File: src/rtl/nibble_add_tester.sv
// Self-test initiator for a registered nibble adder: sweeps operand pairs, checks each
// returned sum against an internal model and reports pass/fail, error count and first failure.
module nibble_add_tester #(
    parameter int VECTORS = 256,
    parameter int LATENCY = 1
) (
    input  logic       clk,
    input  logic       reset,
    input  logic       start,
    output logic [7:0] operand_out,
    input  logic [7:0] sum_in,
    output logic       busy,
    output logic       done,
    output logic       pass,
    output logic [7:0] err_count,
    output logic [7:0] first_fail,
    output logic [1:0] state_dbg
);

    localparam logic [1:0] IDLE  = 2'd0;
    localparam logic [1:0] DRIVE = 2'd1;
    localparam logic [1:0] DRAIN = 2'd2;
    localparam logic [1:0] DONE  = 2'd3;

    localparam logic [7:0] LAST_OPERAND = 8'(VECTORS - 1);
    localparam logic [1:0] LAST_DRAIN   = 2'(LATENCY - 1);

    logic [1:0] state_q, state_d;
    logic [7:0] operand_q, operand_d;
    logic [1:0] drain_q, drain_d;
    logic [7:0] err_q, err_d;
    logic [7:0] ff_q, ff_d;
    logic       has_fail_q, has_fail_d;
    logic       clear;
    logic       mismatch;

    // Expected-value pipeline, aligned so the last stage lines up with sum_in.
    logic       valid_q [LATENCY];
    logic [7:0] exp_q   [LATENCY];
    logic [7:0] opnd_q  [LATENCY];

    always_comb begin
        state_d   = state_q;
        operand_d = operand_q;
        drain_d   = drain_q;
        clear     = 1'b0;
        case (state_q)
            IDLE, DONE: begin
                if (start) begin
                    state_d   = DRIVE;
                    operand_d = 8'h00;
                    drain_d   = 2'd0;
                    clear     = 1'b1;
                end
            end
            DRIVE: begin
                if (operand_q == LAST_OPERAND) begin
                    state_d   = DRAIN;
                    operand_d = 8'h00;
                end else begin
                    operand_d = operand_q + 8'd1;
                end
            end
            default: begin
                if (drain_q == LAST_DRAIN) begin
                    state_d = DONE;
                    drain_d = 2'd0;
                end else begin
                    drain_d = drain_q + 2'd1;
                end
            end
        endcase
    end

    // Upper nibble of sum_in must be zero, so any nonzero bit there is a mismatch too.
    assign mismatch = valid_q[LATENCY-1] && (sum_in != exp_q[LATENCY-1]);

    always_comb begin
        err_d      = err_q;
        ff_d       = ff_q;
        has_fail_d = has_fail_q;
        if (clear) begin
            err_d      = 8'h00;
            ff_d       = 8'h00;
            has_fail_d = 1'b0;
        end else if (mismatch) begin
            if (err_q != 8'hFF) err_d = err_q + 8'd1;
            if (!has_fail_q) begin
                ff_d       = opnd_q[LATENCY-1];
                has_fail_d = 1'b1;
            end
        end
    end

    always_ff @(posedge clk) begin
        if (reset) begin
            state_q    <= IDLE;
            operand_q  <= 8'h00;
            drain_q    <= 2'd0;
            err_q      <= 8'h00;
            ff_q       <= 8'h00;
            has_fail_q <= 1'b0;
            for (int i = 0; i < LATENCY; i++) begin
                valid_q[i] <= 1'b0;
                exp_q[i]   <= 8'h00;
                opnd_q[i]  <= 8'h00;
            end
        end else begin
            state_q    <= state_d;
            operand_q  <= operand_d;
            drain_q    <= drain_d;
            err_q      <= err_d;
            ff_q       <= ff_d;
            has_fail_q <= has_fail_d;
            valid_q[0] <= (state_q == DRIVE);
            exp_q[0]   <= {4'h0, 4'(operand_q[7:4] + operand_q[3:0])};
            opnd_q[0]  <= operand_q;
            for (int i = 1; i < LATENCY; i++) begin
                valid_q[i] <= valid_q[i-1];
                exp_q[i]   <= exp_q[i-1];
                opnd_q[i]  <= opnd_q[i-1];
            end
        end
    end

    assign operand_out = operand_q;
    assign busy        = (state_q == DRIVE) || (state_q == DRAIN);
    assign done        = (state_q == DONE);
    assign pass        = done && (err_q == 8'h00);
    assign err_count   = err_q;
    assign first_fail  = ff_q;
    assign state_dbg   = state_q;

endmodule
File: config.mk
export PLATFORM = sky130hd
export DESIGN_NAME = nibble_add_tester
export DESIGN_NICKNAME = d
export VERILOG_FILES = /design/src/rtl/nibble_add_tester.sv
export SDC_FILE = /design/constraint.sdc
export NUM_CORES = 1
export LEC_CHECK = 0
export ABC_AREA = 1
export CORE_MARGIN = 5
export CORE_UTILIZATION = 55
export CTS_CLUSTER_DIAMETER = 50
export DETAILED_ROUTE_END_ITERATION = 10
export MAX_ROUTING_LAYER = met4
export PLACE_DENSITY = 0.82
export SLEW_MARGIN = 30
export SYNTH_ARGS = -nofsm -noshare
export SYNTH_HDL_FRONTEND = slang
export SYNTH_SLANG_ARGS = --single-unit
export TNS_END_PERCENT = 1
File: constraint.sdc
create_clock -name clk -period 4.2 [get_ports clk]
set_clock_uncertainty 0.15 [all_clocks]
set_input_delay 0.63 -clock clk [delete_from_list [all_inputs] [get_ports clk]]
set_output_delay 0.63 -clock clk [all_outputs]
set_load 0.05 [all_outputs]
==> metrics.md <==
| Metric | Value |
|---|---|
| Final hold vios | 0 |
| Post-synthesis sequential area ratio | 0.416 |
| Worst hold margin | 0.315 ns |
| Worst EP arrival | 2.04 ns |
| Core Rows | 22 |
| Post-CTS resize count | 0 |
| Via count | 1,828 |
| Finished Cell Area | 2530 sq um |
| Req. time, crit path | around 3.4 ns |
| First-pass GRT wire length | about 7100 um |
| Final min period | 2.82 ns |
| H-tree depth | 2 |
| FILL cells | 316 |
| Hold-fix buffers at CTS | 0 |
| Metal3 WL | 199 um |
| Leakage | 0.993 nW |
| Routed Antenna Nets | 0 |
| Synth unique cells | 30 |
| Final period util | 0.672 |
| Max clock buf depth | 2 |
| Relative slew slack | 0.502 |
| DR iter-0 viols | ~130 |
| Multi-input logic area | 1000 sq um |
| Met2 wire length | 1950 um |
| Max Freq | 354 MHz |
| Max-Cap Viols | 0 |
| Hold Path Class | reg -> reg |
| Total congestion overflow | 0 |
| Post-layout nets | 335 |
| CTS clk-pin slew, worst paths | roughly 0.07 ns |
| Fraction of layout cells with a size suffix above 1 | 0.0479 |
| Clk_lat worst skew | around 0.29 ns |
| Ys Warns | 0 |
| CP Max Fanout | 5 |
| Peak VDD IR | 421 uV |
| Leading area contributor after synthesis | dfxtp_1 |
| Synth Instances | about 270 |
| TritonCTS buffer count | 5 |
| Clock sinks | 42 |
| Commonest non-fill, non-tap cell in the layout | nand2_1 |
| Final HPWL DP | 3150 um |
| Startpoint types | flip-flop |
| Setup Buffers After CTS | 0 |
| Final worst slack | between 1 and 1.5 ns |
| Antenna violations before repair | 0 |
| Die Y-Extent | 70.6 um |
| Syn avg cell area | ~7.4 sq um |
| Starting density of the core | 0.561 |
| WL/cell | 11.5 um |
| Core area | 3610 sq um |
| IO Count | 40 |
| PwrDens | 411 nW/um^2 |
| Vias in the first global route | between 1,500 and 2,000 |
| Cell area after placement | 2440 sq um |
| Port-buffer cells | 39 |
| RSZ-0062 raised after global routing | false |
| Highest routed metal layer | met4 |
| Largest net degree at the start of global routing | 22 |
| Metal-1 WL | around 2000 um |
| Syn Nets | 296 |
| Clk Tree Root Cell | clkbuf_8 |
| Max Slew Vio Count | 0 |
| Area Growth Syn to Fin | 25.1% |
| Setup TNS | 0 ns |
| Final setup viols | 0 |
| GP Congestion | 0.879 |
| Critical path endpoint category | primary output |
| CTS tree | yes |
| Worst slew pin tran | 0.745 ns |
| Status | complete, no violations |
| Critical path type | reg -> out |
| Drt drc | 0 |
| Area contributors post-synth | dfxtp_1 42%, nand2_1 12%, ha_1 6.8% |
| Total GRT Usage | 0.177 |
| Die area | roughly 5000 sq um |
| Area fraction of the dominant cell type after synthesis | 0.416 |
| Die W | 70.6 um |
| Diode count | 0 |
| FF+latch area | 841 sq um |
| FF+latch count, synth | 42 |
| Routed WL | between 4000 and 5000 um |
| Synth Cell Area | 2020 sq um |
| Avg Vias per Cell | 5.06 |
| Drt pass-1 iters | 4 |
| Most frequent cells in the layout | 64 x nand2_1, 42 x dfxtp_1, 39 x clkdlybuf4s50_1 |
| Worst slack at placement | 1.37 ns |
-- layer usage --
metal / GRT usage / vias to the layer above
met3: 0.0440 / 4
met2: 0.285 / 42
li1: - / 961
met4: 0.0626 / 0
met1: 0.218 / 821
met5: - / -
-- synth_stat cells, drive strengths merged --
cell / count
a31oi: 1
nor2: 33
a21oi: 24
fa: 1
dfxtp: 42
nand3b: 1
xnor2: 1
nand4: 19
clkinv: 2
inv: 37
o21ai: 4
clkbuf: 2
a32o: 1
xor2: 7
nand3: 12
nor4: 1
nand2: 66
buf: 5
o22ai: 1
ha: 11
nor3: 1
nor3b: 1
-- kinds of logic (layout without fill, tap and decap cells) --
logic type | count (synthesis) | in the layout | share of synthesized area
DFF | 42 | 42 | 0.416
adders and majority gates | 12 | 12 | 0.0780
and+or+nand+nor | 134 | 134 | 0.301
buffers and inverters | 46 | 86 | 0.0897
xor gates and xnor gates | 8 | 8 | 0.0347
AOI/OAI and AO/OA | 31 | 31 | 0.0804
-- final cells by class --
class,instances,area share
Clock buffer,7,0.0341
Tap cell,48,0.0238
Inverter,39,0.0579
Clock inverter,1,0.00198
Sequential cell,42,0.333
Multi-Input combinational cell,185,0.395
Timing Repair Buffer,39,0.154
-- metrics by stage --
stage	power, mW	utilization	std cells
floorplan	0.696	-	273
global placement	0.778	0.676	353
detailed placement	0.784	0.676	353
CTS	1.05	0.701	361
global route	1.11	0.701	361
finish	1.04	0.701	361
-- path summary, 6_finish.rpt --
kind	start	end	slack (ns)	cells after the start
max	state_dbg[0]	pass	1.38	4
min reg2reg	first_fail[0]	first_fail[0]	0.32	2
min	first_fail[0]	first_fail[0]	0.32	2
max reg2reg	exp_q[0][2]	first_fail[6]	2.14	8
-- power breakdown --
part	leakage (nW)	internal, mW	switching [mW]
Clock	0.0482	0.133	0.131
Sequential	0.339	0.420	0.0328
Combinational	0.606	0.102	0.221
-- state kept, by name (all words and copies together) (netlist names) --
register	count
first_fail	8
opnd_q	8
state_dbg	2
operand_out	8
drain_q	2
has_fail_q	1
err_count	8
exp_q	4
valid_q	1
-- critical path, cell delays in order, from the launching register on --
cell	delay, ns
dfxtp_1	0.42
ha_1	0.20
nand4_1	0.10
nor4_1	0.19
clkdlybuf4s50_1	0.85
Note: power is estimated with default switching activity, not from simulation.
